### src/rtl/mac_dot8_sequencer.sv
// Sequences one 8:1 mux-input MAC slice through an 8-term dot product,
// feeding the running accumulator back as the MAC C operand each step.
module mac_dot8_sequencer #(
    parameter int A_width   = 8,
    parameter int B_width   = 8,
    parameter int SUM_width = 22
) (
    input  logic                   clk,
    input  logic                   rst,
    input  logic                   in_valid,
    output logic                   in_ready,
    input  logic [A_width*8-1:0]   in_A,
    input  logic [B_width*8-1:0]   in_B,
    input  logic [SUM_width-1:0]   in_C,
    input  logic                   in_TC,
    output logic [2:0]             mac_select,
    output logic [A_width*8-1:0]   mac_A,
    output logic [B_width-1:0]     mac_B,
    output logic [SUM_width-1:0]   mac_C,
    output logic                   mac_TC,
    input  logic [SUM_width-1:0]   mac_sum,
    output logic                   out_valid,
    input  logic                   out_ready,
    output logic [SUM_width-1:0]   out_sum
);

    typedef enum logic [1:0] {
        IDLE,
        RUN,
        DONE
    } state_t;

    state_t                 state;
    logic [2:0]             cnt;
    logic [SUM_width-1:0]   acc;
    logic [A_width*8-1:0]   a_cap;
    logic [B_width*8-1:0]   b_cap;
    logic                   tc_cap;

    // Captured operands are cleared by reset so the MAC sees all-zero inputs.
    always_ff @(posedge clk) begin
        if (rst) begin
            state     <= IDLE;
            cnt       <= 3'd0;
            acc       <= '0;
            a_cap     <= '0;
            b_cap     <= '0;
            tc_cap    <= 1'b0;
            in_ready  <= 1'b1;
            out_valid <= 1'b0;
        end else begin
            case (state)
                IDLE: begin
                    if (in_valid) begin
                        a_cap    <= in_A;
                        b_cap    <= in_B;
                        tc_cap   <= in_TC;
                        acc      <= in_C;
                        cnt      <= 3'd0;
                        in_ready <= 1'b0;
                        state    <= RUN;
                    end
                end
                RUN: begin
                    acc <= mac_sum;
                    cnt <= cnt + 3'd1;
                    if (cnt == 3'd7) begin
                        out_valid <= 1'b1;
                        state     <= DONE;
                    end
                end
                DONE: begin
                    if (out_ready) begin
                        out_valid <= 1'b0;
                        in_ready  <= 1'b1;
                        state     <= IDLE;
                    end
                end
                default: begin
                    state     <= IDLE;
                    in_ready  <= 1'b1;
                    out_valid <= 1'b0;
                end
            endcase
        end
    end

    // Lane select and coefficient are only driven while stepping.
    always_comb begin
        mac_select = 3'd0;
        mac_B      = '0;
        if (state == RUN) begin
            mac_select = cnt;
            mac_B      = b_cap[int'(cnt)*B_width +: B_width];
        end
    end

    assign mac_A   = a_cap;
    assign mac_C   = acc;
    assign mac_TC  = tc_cap;
    assign out_sum = acc;

endmodule

### config.mk
export PLATFORM = sky130hd
export DESIGN_NAME = mac_dot8_sequencer
export DESIGN_NICKNAME = d
export VERILOG_FILES = /design/src/rtl/mac_dot8_sequencer.sv
export SDC_FILE = /design/constraint.sdc
export NUM_CORES = 1
export LEC_CHECK = 0
export CORE_MARGIN = 2
export CORE_UTILIZATION = 37
export CTS_CLUSTER_SIZE = 20
export DETAILED_ROUTE_END_ITERATION = 7
export HOLD_SLACK_MARGIN = 0.06
export PLACE_DENSITY_LB_ADDON = 0.2
export SKIP_LAST_GASP = 1
export SLEW_MARGIN = 20
export SYNTH_ARGS = -nofsm -noshare
export SYNTH_HDL_FRONTEND = slang
export SYNTH_SLANG_ARGS = --single-unit
### constraint.sdc
create_clock -name clk -period 1.6 [get_ports clk]
set_input_delay 0.32 -clock clk [delete_from_list [all_inputs] [get_ports clk]]
set_output_delay 0.32 -clock clk [all_outputs]
set_load 0.05 [all_outputs]
-- Word-level counts from Yosys, hierarchy flattened
Cells that the tools add are included.
- register bits: 158
- input bits: 177
- output and inout port bits: 122
- equal/unequal tests: 6
- muxes and demuxes: 16
- reduce and logical (&&, ||, !) cells: 7
- bitwise operators: 2
- shifts and indexed selects: 1
- $add $sub $neg: 1
- operators with widths (kind ; number):
    64-bit by 7-bit variable part select with 8-bit output ; 1
    22-bit one-hot mux with 2 select lines ; 1
    22-bit two-way mux ; 1
    3-bit AND reduction ; 3
    8-bit two-way mux ; 1
    2-bit two-way mux ; 3
    3-bit two-way mux ; 2
    2-bit inequality test, second input constant ; 3
    1-bit one-hot mux with 3 select lines ; 2
    2-bit one-hot mux with 3 select lines ; 1
    3-bit one-hot mux with 2 select lines ; 1
    1-bit two-way mux ; 4
    2-bit AND reduction ; 2
    3-bit by 1-bit adder with 3-bit output, second input constant ; 1
    3-bit equality test, second input constant ; 1
    2-bit by 1-bit equality test with 1-bit output, second input constant ; 1
    2-bit equality test, second input constant ; 1
    2-bit zero test ; 1
    1-bit inverter ; 2
    2-bit nonzero test ; 1

-- Logic depth before layout (Yosys ltp)
- word-level depth: 3
- depth in mapped cells: 7
- mapped depth without buffers: 5

-- Worst setup path after synthesis
OpenSTA, ideal clock, no wires.
- path kind: reg2out
- start: reg state[0]
- end: out mac_B[3]
- slack: -0.237 ns
- arrival time: 1.517 ns
- stages on the path, launching flop included: 6
- cells stage by stage: dfxtp_1 > buf_4 > nor2b_1 > buf_2 > clkbuf_1 > and3_1
- cells in the longest elaborated chain, start to end: 2
- RTL lines (element ; RTL line ; RTL):
    from (decl) ; 33 ; state_t state;
    from (signal assigned) ; 43 ; state <= IDLE;
    from (signal assigned) ; 61 ; state <= RUN;
    from (signal assigned) ; 69 ; state <= DONE;
    2-bit by 1-bit equality test with 1-bit output ; 92 ; if (state == RUN) begin
    8-bit two-way mux ; 92 ;
    to (decl) ; 18 ; output logic [B_width-1:0] mac_B,
No other way between the ends.

-- Worst setup path after layout
- start: reg cnt[1]
- end: out mac_B[4]
- cells in the longest elaborated chain, start to end: 2
- RTL lines (element ; RTL line ; RTL):
    from (decl) ; 34 ; logic [2:0] cnt;
    from (signal assigned) ; 66 ; cnt <= cnt + 3'd1;
    64-bit by 7-bit variable part select with 8-bit output ; 94 ; mac_B = b_cap[int'(cnt)*B_width +: B_width];
    8-bit two-way mux ; 92 ;
No other way between the ends.

==> metrics.md <==
| Metric | Value |
|---|---|
| Status | `finished, violations left` |
| Failing checks | `setup timing` |
| Synth area leader | `dfxtp_1` |
| Met2 Resource Use GR | `0.347` |
| Mapped Area | `between 6000 and 7000 µm²` |
| CP required | `1.28 ns` |
| Power Dens Cells | `~1000 nW/µm²` |
| DR vias | `around 6300` |
| Minimum clock period | `between 2 and 2.5 ns` |
| Startpoint types | `flop` |
| Count of flip-flops with a built-in enable after synthesis | `0` |
| Synth warnings | `0` |
| Clock transition at the registers of the reported paths | `0.06 ns` |
| RSZ-0062 raised after global routing | `true` |
| CP max stage delay | `0.40 ns` |
| Mapped Avg Cell Area | `8.08 µm²` |
| CTS H-tree lvls | `4` |
| Cell mode on critical path | `buf_12` |
| Critical path peak fanout | `5` |
| Hold Crit Class | `input port to flop` |
| Max_cap viols | `0` |
| Nets | `around 1200` |
| I/O Buffers | `298` |
| Fmax | `roughly 0.48 GHz` |
| FF-to-FF setup slack | `0.05 ns` |
| Met3 usage | `0.0756` |
| GRT overflow | `0` |
| GPL Wtd Cong | `between 0.7 and 0.8` |
| Leak | `around 4.1 nW` |
| Number of synthesized register bits | `approximately 160` |
| Max Transition Viols Final | `0` |
| GR met1 Demand/Resource | `0.248` |
| Endpoint class of the critical path | `output port` |
| Max VDD drop | `between 0.7 and 0.8 mV` |
| Worst-Margin Slew | `about 0.48 ns` |
| Worst slew margin | `0.682` |
| Starting Density | `0.381` |
| Post-DP HPWL | `between 10 and 15 mm` |
| Number of cell rows | `47` |
| Residual DRC | `0` |
| Pre-CTS setup slack | `-0.227 ns` |
| Overall Global Routing Usage | `0.207` |
| Final ANT Viol Nets | `0` |
| DRT Wirelength | `about 20 mm` |
| Core Box Area | `approximately 17000 µm²` |
| Ys async rst share | `0` |
| Fillers | `1505` |
| Critical-path top delay cell | `dfxtp_4` |
| Worst Setup Path Type | `flop to output port` |
| Yosys cell types | `24` |
| # IOs | `299` |
| Die ar. | `about 18000 µm²` |
| Post-Synthesis Cells | `roughly 800` |
| Final setup fails | `11` |
| Top area cells in the synthesized netlist | `dfxtp_1, nand2_1, a21oi_1` |
| Crit path cell chain | `buf_12, mux2i_4, a22oi_2, and3_4, buf_12` |
| Area growth syn-to-layout | `63.9%` |
| Worst skew pair latency | `between 0.4 and 0.5 ns` |
| Layout cells sized above 1 | `0.223` |
| Critical path buffers and inverters | `2` |
| Vias per Instance | `between 4 and 5` |
| Iter 0 DRT Violations | `309` |
| Worst EP arrival | `between 1.5 and 2 ns` |
| DR WL/cell | `~15 µm` |
| Worst setup margin | `-0.494 ns` |
| Final core occ | `0.625` |
| Die height | `135 µm` |
| Setup TNS | `-4.03 ns` |
| Post-Syn Nets | `967` |
| Die width | `approximately 140 µm` |
| Cts bufs inserted | `17` |
| Register Area | `about 3200 µm²` |
| CTS Buffer Depth | `2` |
| Most common cell in the netlist | `nand2_1` |
| Global-route wire length before repair | `approximately 30 mm` |
| Final hold violations | `0` |
| Synth Flop Type | `dfxtp_1` |
| Largest net degree at the start of global routing | `just under 60` |
| GR peak layer | `met2` |
| Number of global-route vias before repair | `5908` |
| Root buf cell | `clkbuf_16` |
| CTS tree | `built` |
| Clock sink count | `roughly 160` |
| Final worst path period share | `1.31` |
| Most frequent cells after synthesis | `nand2_1, dfxtp_1, a21oi_1` |
| Area of the multi-input gates | `a little under 3000 µm²` |
| Setup Skew | `between 0.009 and 0.01 ns` |
| Top delay family on crit path | `flip-flops` |
| Fraction of the yosys area taken by sequential cells | `0.497` |
| Initial antenna violation count | `4` |
| Post-synth top area share | `0.497` |
| 1st-pass router iterations | `4` |
==> path summary, 6_finish.rpt <==
check | from | end | depth (start not counted)
max | cnt[1] | mac_B[4] | 5
min | rst | out_valid | 2
max reg2reg | state[0] | mac_A[6] | 6
min reg2reg | b_cap[60] | b_cap[60] | 2
==> layer usage <==
| layer | share of wire | wire (µm) |
|---|---|---|
| met1 | 0.41 | 8020 |
| met2 | 0.49 | 9660 |
| met3 | 0.082 | 1610 |
| met4 | 0.017 | 341 |
| met5 | 0.0014 | 27 |
==> cells in the final DEF, fill, tap and decap left out, types with 11 or more instances in the layout <==
cell | netlist | layout
buf_12 | 0 | 29
a22oi_1 | 38 | 33
mux2i_4 | 0 | 11
clkbuf_16 | 0 | 19
buf_4 | 24 | 128
dfxtp_1 | 158 | 154
clkdlybuf4s50_1 | 0 | 175
mux2i_1 | 33 | 19
a21oi_1 | 156 | 155
nand2_1 | 283 | 283
==> worst reg2reg max path, cell delays in order, from the launching register on <==
cell and delay, ns:
dfxtp_2 0.32, buf_4 0.14, buf_12 0.13, or3b_4 0.43, buf_12 0.21, nand2_1 0.13, a21oi_1 0.07
==> registers in the layout (all words and copies together) (netlist names) <==
register   cells
mac_A         64
cnt            3
mac_C         22
b_cap         64
out_valid      1
state          2
mac_TC         1
in_ready       1
==> metrics by stage <==
step           cell area (µm²)  hold WS, ns  power [mW]  cells
4_1_cts                  10200        0.354        10.9   1287
6_report                 10400        0.362        10.8   1291
5_1_grt                  10400        0.378        11.3   1290
2_1_floorplan             6410        0.436        5.70    788
3_5_place_dp              9430        0.446        6.67   1249
3_3_place_gp              9430        0.441        6.65   1249
==> logic make-up (layout without fill, tap and decap cells) <==
kind of cell               Yosys count  after routing  share of synthesized area
adders and majority gates            2              2                    0.00393
other                                0              1                          0
buffers and inverters               86            368                     0.0807
and+or+nand+nor                    311            311                      0.194
muxes                               33             33                     0.0519
AOI/OAI and AO/OA                  198            198                      0.172
DFF                                158            158                      0.497
==> repair_timing <==
item / CTS / global route
gates cloned: 2 / 2
pin swaps: 0 / 9
hold buffers: 0 / 0
resized for setup: 21 / 32
endpoints found under the setup margin: 11 / 13
buffers inserted: 5 / 2
==> area by class of cell <==
class / count / area share
diodes: 1 / 0.000240
well taps: 220 / 0.0264
repair buffers: 337 / 0.327
clock buffers: 18 / 0.0421
clock inverters: 13 / 0.0158
multi-input cells: 544 / 0.284
flip-flops and latches: 158 / 0.304
==> power breakdown <==
| part | total (mW) | internal (mW) | switching (mW) |
|---|---|---|---|
| registers | 4.33 | 4.17 | 0.158 |
| logic | 2.37 | 1.05 | 1.32 |
| clock network | 4.13 | 2.50 | 1.63 |
Note: power is estimated with default switching activity, not from simulation.
